## config.mk

```make
export PLATFORM = sky130hd
export DESIGN_NAME = rps_round_capture
export DESIGN_NICKNAME = d
export VERILOG_FILES = /design/src/rtl/rps_pkg.sv /design/src/rtl/rps_sync2.sv /design/src/rtl/rps_round_capture.sv
export SDC_FILE = /design/constraint.sdc
export NUM_CORES = 1
export LEC_CHECK = 0
export CORE_AREA = 3 3 52 54
export CTS_CLUSTER_DIAMETER = 120
export CTS_CLUSTER_SIZE = 28
export DETAILED_ROUTE_END_ITERATION = 8
export DIE_AREA = 0 0 55 57
export PLACE_DENSITY = 0.81
export SYNTH_ARGS = -nofsm -noshare
export SYNTH_HDL_FRONTEND = slang
export SYNTH_SLANG_ARGS = --single-unit
export TNS_END_PERCENT = 10
```

## constraint.sdc

```tcl
create_clock -name clk -period 3.4 [get_ports clk]
set_clock_uncertainty 0.1 [all_clocks]
set_input_delay 0.51 -clock clk [delete_from_list [all_inputs] [get_ports clk]]
set_output_delay 0.51 -clock clk [all_outputs]
set_load 0.005 [all_outputs]
```

## src/rtl/rps_pkg.sv

```systemverilog
// Shared types for the rock-paper-scissors round capture stage.
package rps_pkg;

  typedef logic [1:0] choice_t;

  localparam choice_t ROCK     = 2'b00;
  localparam choice_t PAPER    = 2'b01;
  localparam choice_t SCISSORS = 2'b10;
  localparam choice_t ILLEGAL  = 2'b11;

  typedef enum logic [1:0] {
    IDLE     = 2'd0,
    PRESS_DB = 2'd1,
    HOLD     = 2'd2,
    REL_DB   = 2'd3
  } cap_state_t;

  function automatic logic is_legal(choice_t c);
    return c != ILLEGAL;
  endfunction

endpackage

```

## src/rtl/rps_sync2.sv

```systemverilog
// Two-flop synchroniser for a bundle of asynchronous inputs.
module rps_sync2 #(
  parameter int W = 1
) (
  input  logic         clk,
  input  logic         rst,
  input  logic [W-1:0] d,
  output logic [W-1:0] q
);

  logic [W-1:0] meta_q;
  logic [W-1:0] sync_q;

  always_ff @(posedge clk or posedge rst) begin
    if (rst) begin
      meta_q <= '0;
      sync_q <= '0;
    end else begin
      meta_q <= d;
      sync_q <= meta_q;
    end
  end

  assign q = sync_q;

endmodule

```

## src/rtl/rps_round_capture.sv

```systemverilog
// Debounces the start button, locks both player choices on a clean press and
// offers the round to the game core over valid/ready.
module rps_round_capture
  import rps_pkg::*;
#(
  parameter int DEBOUNCE_CYCLES = 4
) (
  input  logic       clk,
  input  logic       rst,
  input  logic       start_in,
  input  logic [1:0] p1_choice_in,
  input  logic [1:0] p2_choice_in,
  input  logic       round_ready,
  output logic       round_valid,
  output logic [1:0] p1_choice,
  output logic [1:0] p2_choice,
  output logic       round_error,
  output logic       busy,
  output logic [7:0] round_count
);

  localparam int CNT_W = $clog2(DEBOUNCE_CYCLES + 1);
  localparam logic [CNT_W-1:0] DB_MAX  = CNT_W'(DEBOUNCE_CYCLES);
  localparam logic [CNT_W-1:0] DB_LAST = CNT_W'(DEBOUNCE_CYCLES - 1);

  logic    [4:0] sync_bus;
  logic          start_s;
  choice_t       p1_s, p2_s;

  rps_sync2 #(.W(5)) u_sync (
    .clk (clk),
    .rst (rst),
    .d   ({start_in, p1_choice_in, p2_choice_in}),
    .q   (sync_bus)
  );

  assign start_s = sync_bus[4];
  assign p1_s    = sync_bus[3:2];
  assign p2_s    = sync_bus[1:0];

  cap_state_t       state_q, state_d;
  logic [CNT_W-1:0] cnt_q, cnt_d;
  choice_t          p1_q, p1_d, p2_q, p2_d;
  logic             err_q, err_d;
  logic [7:0]       count_q, count_d;

  always_ff @(posedge clk or posedge rst) begin
    if (rst) begin
      state_q <= IDLE;
      cnt_q   <= '0;
      p1_q    <= ROCK;
      p2_q    <= ROCK;
      err_q   <= 1'b0;
      count_q <= '0;
    end else begin
      state_q <= state_d;
      cnt_q   <= cnt_d;
      p1_q    <= p1_d;
      p2_q    <= p2_d;
      err_q   <= err_d;
      count_q <= count_d;
    end
  end

  always_comb begin
    state_d = state_q;
    cnt_d   = cnt_q;
    p1_d    = p1_q;
    p2_d    = p2_q;
    err_d   = 1'b0;
    count_d = count_q;
    case (state_q)
      IDLE: if (start_s) begin
        state_d = PRESS_DB;
        cnt_d   = CNT_W'(1);
      end
      PRESS_DB: begin
        if (!start_s) begin
          state_d = IDLE;
          cnt_d   = '0;
        end else if (cnt_q < DB_MAX) begin
          cnt_d = cnt_q + CNT_W'(1);
        end else begin
          // Only the synchronised choices at this edge count.
          cnt_d = '0;
          if (is_legal(p1_s) && is_legal(p2_s)) begin
            p1_d    = p1_s;
            p2_d    = p2_s;
            state_d = HOLD;
          end else begin
            err_d   = 1'b1;
            state_d = REL_DB;
          end
        end
      end
      HOLD: if (round_ready) begin
        state_d = REL_DB;
        cnt_d   = '0;
        count_d = count_q + 8'd1;
      end
      REL_DB: begin
        // Must see a full debounced release before another press can start.
        if (start_s) begin
          cnt_d = '0;
        end else if (cnt_q == DB_LAST) begin
          state_d = IDLE;
          cnt_d   = '0;
        end else begin
          cnt_d = cnt_q + CNT_W'(1);
        end
      end
      default: begin
        state_d = IDLE;
        cnt_d   = '0;
      end
    endcase
  end

  always_comb begin
    round_valid = (state_q == HOLD);
    busy        = (state_q != IDLE);
    p1_choice   = p1_q;
    p2_choice   = p2_q;
    round_error = err_q;
    round_count = count_q;
  end

endmodule

```

Yosys cells after proc, flatten, opt, wreduce, memory -nomap -nowiden
Cells that the tools add are included.
Storage, ports and cells
  flip-flop bits (word level): 28
  input bits: 8
  output and inout port bits: 15
  logic and storage cells: 49
Cells by class
  $add $sub $neg: 2
  magnitude comparators: 1
  eq/ne operators: 11
  muxes and demuxes: 19
  bitwise gates (word level): 1
  reduce and logical (&&, ||, !) cells: 7
Operators by type and width (number)
  $mux 3: 6
  $mux 2: 6
  $pmux 3 s4: 1
  $ne 2x2->1 const B: 5
  $add 8x1->8 const B: 1
  $pmux 2 s4: 1
  $mux 1: 5
  $reduce_and 5->1: 1
  $eq 2x2->1 const B: 2
  $reduce_and 2->1: 2
  $reduce_and 4->1: 1
  $add 3x1->3 const B: 1
  $eq 3x2->1 const B: 1
  $lt 3x3->1 const B: 1
  $ne 3x3->1 const B: 1
  $eq 2x1->1 const B: 1
  $logic_not 2->1: 1
  $ne 2x1->1 const B: 1
  $reduce_bool 2->1: 1
  $logic_and 1x1->1: 1
  $not 1->1: 1

Logic depth before layout (Yosys ltp)
Gate-level depths: netlist of run 1.
  word-level depth: 6
  depth in mapped cells: 4
  mapped depth without buffers: 4

Hierarchy
A second synthesis of run 1 with hierarchy kept.
Second synthesis, totals
  cell total of the unflattened synthesis: 90
  area total of the unflattened synthesis: 1141.1 sq um
Modules (own cells, without submodules)
  rps_round_capture: times used 1, cells each 79, area each 887.1 sq um, seq. area each 450.4 sq um
  rps_sync2: times used 1, cells each 11, area each 254.0 sq um, seq. area each 250.2 sq um

Least setup slack after synthesis of run 1
No wires, ideal clock.
  path kind: register to output
  from: register (tool-made name)
  to: output busy
  arrival time: 0.813 ns
  required time: 2.790 ns
  setup slack: 1.977 ns
  cell stages (with the launch flop): 3
  buffers on the path: 1
  cell sequence: dfrtp_1 -> buf_4 -> or2_2
RTL lines
  end, declared: RTL line rps_round_capture.sv:18  | output logic busy,

Worst setup path after layout of run 1
  from: register state_q[0]
  to: output busy
Between the ends
  cells in the longest elaborated chain, start to end: 1
RTL lines
  start, declared: RTL line rps_round_capture.sv:41  | cap_state_t state_q, state_d;
  start signal, assigned: RTL line rps_round_capture.sv:56  | state_q <= state_d;
  $reduce_bool 2->1: RTL line rps_round_capture.sv:121  | busy = (state_q != IDLE);
No other way between the ends.

==> summary.md, run 1 <==
| Metric | Value |
|---|---|
| Outcome | finished clean |
| Skew-Pair Late Insertion Delay | 0.32 ns |
| Chip Width | 55 µm |
| Chip height | 57 µm |
| Yosys reg bits | 28 |
| Via count | 742 |
| Num rows | 17 |
| Drt first pass iters | 4 |
| Worst Setup End Kind | primary output |
| CTS tree | done |
| Yosys cell types | 33 |
| # Max-Cap Violations | 0 |
| Routed vias/inst | 5.189 |
| Share of power burned in registers | 0.547 |
| Cells after Synth | 91 |
| Placed Cells | 139 |
| Top_reg_cell synth | dfrtp_1 |
| Async SR Flop Fraction | 1.000 |
| Cell chosen for the clock root | clkbuf_4 |
| Avg WL per Cell | 13.75 µm |
| Core area | around 2300 µm² |
| Largest net degree at the start of global routing | 29 |
| Antenna fix cells | 0 |
| Clk pwr share | 0.286 |
| Initial Utilization | 0.5117 |
| Area share of the largest cell type after synthesis | 0.6074 |
| Cts repair resizes | 0 |
| Syn avg cell area | 12.68 µm² |
| Initial DRC Count | 14 |
| CTS buffer count | 3 |
| Most frequent cells after synthesis | dfrtp_1 (28), nand2_1 (9), a21oi_1 (6) |
| Antenna viol nets, final | 0 |
| Post-synth net total | 101 |
| Vias in the first global route | 790 |
| Final instance area | between 1000 and 1500 µm² |
| Post-synth EDFFs | 0 |
| CTS Buffer Depth | 2 |
| Design internal power | 567.7 µW |
| Hold Path Class | flop to flop |
| H-tree depth | 1 |
| RePlAce Congestion | 0.8473 |
| Worst hold start | u_sync.meta_q[3] |
| Kind of critical path | flop to primary output |
| Clock sink total | 28 |
| DRC | 0 |
| Type of origin of the critical path | flop |
| Final setup viols | 0 |
| Switching pwr | 174.2 µW |
| Fmax | 426.0 MHz |
| HPWL after detailed placement | 1.434 mm |
| Crit-path slowest cell | dfrtp_1 |
| P&R area growth vs syn | 25.05% |
| Crit path required time | 2.79 ns |
| Pwr Density | 514.3 nW/µm² |
| Overall routing resource usage | 0.1477 |
| Seq/Total Area, Yosys | 0.6074 |
| Num ports | 23 |
| WHS Path Cells | 0 |
| Cells along the critical path | or2_2 -> clkdlybuf4s50_1 |
| Dpl ws | about 1.4 ns |
| Tmin final | 2.348 ns |
| Fin Setup TNS | 0 ns |
| Max incr delay on CP | 0.60 ns |
| Top delay family on crit path | flip-flops |
| DP Area | 1390 µm² |
| Total grt overflow | 0 |
| Most common cell in the netlist | dfrtp_1 |
| Worst vdd ir | 383.3 µV |
| Setup Buffers After CTS | 0 |
| Worst-Margin Slew | about 1.0 ns |
| IO buf count | 22 |
| Period utilization | 0.6904 |
| Worst EP arrival | 1.74 ns |
| Share of layout cells above drive strength 1 | 0.1130 |
| CP max FO | 17 |
| Top post-synthesis cells by area | dfrtp_1 (61%), mux2_2 (4.9%), xor2_1 (3.0%) |
| R2r endpoint | p2_choice[1] |
| Reg2Reg Depth | 3 |
| Clk pin slew, worst setup/hold paths | 0.14 ns |
| CTS Hold Bufs | 0 |
| Cell accounting for the most synthesized area | dfrtp_1 |
| Final core occ | 0.6398 |
| First-pass GRT wire length | 3.450 mm |
| Max Slew Vio Count | 0 |
| Nets | 126 |
| Syn Std Cell Area | 1154 µm² |
| Buf/Inv on CP | 1 |
| Initial antenna violation count | 0 |
| Die area | 3135 µm² |
| Total wire length | 1.966 mm |
| RSZ-0062 raised after global routing | false |
| Worst Hold End | u_sync.q[3] |
| Switching Share | 0.2348 |
| R2r setup slk | 1.77 ns |
| Final cell count without fillers | 143 |
| Gate power share | 0.167 |
| Warnings, synthesis | 0 |
| Slew headroom | 0.3268 |
| Worst Slack Setup Final | about 1.1 ns |
| Static Leak | 0.0006735 µW |
| Hold Violations, Final | 0 |
-- power groups by stage --
stage                     clock network, µW  logic (µW)  registers, µW
after floorplan                           0        69.7            402
after global placement                    0         121            410
after detailed placement                  0         126            412
after CTS                               219         126            406
after global routing                    232         137            413
final                                   212         124            406
-- how the worst max path moves through the flow --
stage / from / end / slack, ns / cells past startpoint
after floorplan: flop / busy / 1.98 / 2
final: state_q[0] / busy / 1.05 / 2
after CTS: state_q[0] / busy / 1.05 / 2
after detailed placement: state_q[0] / busy / 1.43 / 2
after global placement: state_q[0] / busy / 1.45 / 2
after global routing: state_q[0] / busy / 0.94 / 2
-- cell families after synthesis --
family                     Yosys count  synth area share
xor gates and xnor gates             7           0.05315
AOI/OAI and AO/OA                   12           0.06182
adders and majority gates            2           0.02169
and+or+nand+nor                     34            0.1876
DFF                                 28            0.6074
muxes                                5           0.04880
buffers and inverters                3           0.01952
-- registers in the layout (all words and copies together), names as in the netlist, named ones only --
name	cells
cnt_q	3
p1_choice	2
p2_choice	2
round_count	8
round_error	1
state_q	1
u_sync.meta_q	5
u_sync.q	5
-- layer usage --
layer  global-route usage  routed length, µm
met5                    0                  0
met4              0.03472                  6
met3              0.03655                 83
met2               0.2399               1019
met1               0.1976                857
-- layout by cell type (no fill, tap or decap), types with 4 or more instances in the layout --
cell type / synthesis / routed
dfrtp_1: 28 / 28
clkdlybuf4s50_1: 0 / 22
nand2_1: 9 / 9
a21oi_1: 6 / 6
mux2_2: 5 / 5
nor2_1: 4 / 4
xor2_1: 4 / 4
-- per-stage QoR --
| stage | power, µW | hold WS (ns) |
|---|---|---|
| floorplan | 471.8 | 0.2312 |
| global placement | 530.8 | 0.2339 |
| detailed placement | 538.2 | 0.2358 |
| CTS | 750.4 | 0.2681 |
| global route | 781.9 | 0.2817 |
| finish | 741.9 | 0.2648 |
-- layout make-up --
class                           count  area [µm²]
Tap cell                           28       35.03
Inverter                            1       3.754
Timing Repair Buffer               22       220.2
Fill cell                         185       812.0
Clock buffer                        3       22.52
Multi-Input combinational cell     60       430.4
Clock inverter                      1       30.03
Sequential cell                    28       700.7
Note: power is estimated with default switching activity, not from simulation.
==> run 2: changes to the inputs <==
--- a/config.mk
+++ b/config.mk
@@ -5,12 +5,12 @@
 export SDC_FILE = /design/constraint.sdc
 export NUM_CORES = 1
 export LEC_CHECK = 0
-export CORE_AREA = 3 3 52 54
+export CORE_AREA = 3 3 53 55
 export CTS_CLUSTER_DIAMETER = 120
 export CTS_CLUSTER_SIZE = 28
 export DETAILED_ROUTE_END_ITERATION = 8
-export DIE_AREA = 0 0 55 57
-export PLACE_DENSITY = 0.81
+export DIE_AREA = 0 0 56 58
+export PLACE_DENSITY = 0.78
 export SYNTH_ARGS = -nofsm -noshare
 export SYNTH_HDL_FRONTEND = slang
 export SYNTH_SLANG_ARGS = --single-unit
==> constraint.sdc (replaced) <==
create_clock -name clk -period 2.24 [get_ports clk]
set_clock_uncertainty 0.1 [all_clocks]
set_input_delay 0.336 -clock clk [delete_from_list [all_inputs] [get_ports clk]]
set_output_delay 0.336 -clock clk [all_outputs]
set_load 0.005 [all_outputs]
==> summary.md, run 2 (same netlist as run 1, synthesis figures left out) <==
| Metric | Value |
|---|---|
| Outcome | finished clean |
| Number of flip-flops under the largest register name | 8 |
| Hold Path Class | primary input to async pin |
| Hold Violations, Final | 0 |
| Clock sink total | 28 |
| Period utilization | 0.9434 |
| Initial DRC Count | 9 |
| Kind of critical path | flop to primary output |
| Final setup viols | 0 |
| Overall routing resource usage | 0.1394 |
| Skew-Pair Late Insertion Delay | between 0.3 and 0.4 ns |
| Final instance area | 1438 µm² |
| R2r endpoint | p2_choice[0] |
| HPWL after detailed placement | 1.442 mm |
| CTS buffer count | 3 |
| Worst vdd ir | 516.0 µV |
| RSZ-0062 raised after global routing | false |
| WL met1 | 889 µm |
| Nets | 127 |
| Routed vias/inst | 5.219 |
| Fmax | 473.2 MHz |
| RePlAce Congestion | around 0.74 |
| Worst EP arrival | around 1.7 ns |
| Chip height | approximately 58 µm |
| IO buf count | 22 |
| Share of layout cells above drive strength 1 | 0.1293 |
| Placed Cells | 142 |
| Chip Width | roughly 56 µm |
| H-tree depth | 1 |
| Setup Buffers After CTS | 0 |
| CTS Hold Bufs | 0 |
| Antenna viol nets, final | 0 |
| Most frequent cells in the layout | dfrtp_1 (27), clkdlybuf4s50_1 (22), nand2_1 (9) |
| Total wire length | 1.968 mm |
| DP Area | 1400 µm² |
| Vias in the first global route | 810 |
| Slew headroom | 0.7630 |
| Max Slew Vio Count | 0 |
| Clk pin slew, worst setup/hold paths | 0.14 ns |
| Highest metal used | met4 |
| Antenna fix cells | 0 |
| Worst Slack Setup Final | approximately 0.13 ns |
| CTS Buffer Depth | 2 |
| R2r setup slk | 0.62 ns |
| Area of the multi-input gates | approximately 430 µm² |
| Pwr Density | 728.6 nW/µm² |
| Most common cell after layout, fill and taps aside | dfrtp_1 |
| Core area | 2432 µm² |
| Cell chosen for the clock root | clkbuf_4 |
| Static Leak | 0.0006704 µW |
| Routed wl met2 | ~950 µm |
| First-pass GRT wire length | ~3.5 mm |
| Total grt overflow | 0 |
| Final cell count without fillers | approximately 150 |
| Drt first pass iters | 4 |
| Initial Utilization | 0.4743 |
| Dpl ws | 0.4435 ns |
| # Max-Cap Violations | 0 |
| Initial antenna violation count | 0 |
| Reg2Reg Depth | 3 |
| Largest net degree at the start of global routing | 29 |
| Num rows | 18 |
| Avg WL per Cell | 13.48 µm |
| Reg area | around 700 µm² |
| Worst-Margin Slew | 0.3554 ns |
| Num ports | 23 |
| Type of origin of the critical path | flop |
| CTS tree | done |
| Via count | 762 |
| Met3 Wirelength | 65 µm |
| DRC | 0 |
| Fin Setup TNS | 0 ns |
| Crit path required time | 1.80 ns |
| P&R area growth vs syn | 24.62% |
| Worst Setup End Kind | primary output |
| Die area | 3248 µm² |
| CP max FO | 11 |
| Final core occ | 0.5910 |
| FILL cells | a little over 200 |
| Tmin final | 2.113 ns |
run 2: cell types whose count changed in the layout (fill, tap and decap cells not counted), sizes merged:
cell	previous run	this run
clkbuf	3	4
buf	0	1
bufinv	1	0
run 2: how the worst max path moves through the flow:
stage | to | slack, ns | depth (start not counted)
finish | round_valid | 0.13 | 2
global route | round_valid | 0.006 | 2
CTS | busy | 0.05 | 2
detailed placement | busy | 0.44 | 2
global placement | busy | 0.48 | 2
floorplan | p1_choice[0] | 0.83 | 3
run 2: cell type report:
type	instances	share of cell area
clock buffers	4	0.02524
inverters	1	0.002611
multi-input cells	60	0.2994
flip-flops and latches	28	0.4883
well taps	30	0.02611
repair buffers	23	0.1584
run 2: power by group:
part           switching [µW]  total, µW  internal [µW]  leakage, µW
registers                57.4        617            559     0.000360
clock network             140        240           99.4    0.0000210
logic                    67.2        191            124     0.000289
run 2: routing by layer:
| layer | vias up | track usage |
|---|---|---|
| met5 | - | 0 |
| met4 | 0 | 0.1085 |
| met3 | 6 | 0.02004 |
| met2 | 16 | 0.2404 |
| met1 | 371 | 0.1555 |
| li1 | 369 | - |
run 2: what timing repair did:
item | in CTS | in global routing
hold endpoints to repair | 0 | 0
endpoints found under the setup margin | 0 | 1
resized for setup | 0 | 1
run 2: per-stage QoR:
step | hold WS [ns] | total power (µW)
after detailed placement | 0.2356 | 820.5
after CTS | 0.2476 | 1062
final | 0.2447 | 1047
after global placement | 0.2322 | 804.9
after global routing | 0.2694 | 1108
after floorplan | 0.2312 | 716.1
run 2: worst max-delay path, stage by stage (launching register included):
cell and delay [ns]:
dfrtp_1 0.58, nor2b_4 0.26, clkdlybuf4s50_1 0.52
==> run 3: changes to the inputs <==
--- a/config.mk
+++ b/config.mk
@@ -11,6 +11,7 @@
 export DETAILED_ROUTE_END_ITERATION = 8
 export DIE_AREA = 0 0 56 58
 export PLACE_DENSITY = 0.78
+export SLEW_MARGIN = 30
 export SYNTH_ARGS = -nofsm -noshare
 export SYNTH_HDL_FRONTEND = slang
 export SYNTH_SLANG_ARGS = --single-unit
==> results of run 3 <==
The final DEF is identical to that of run 2; final timing and power are the same.
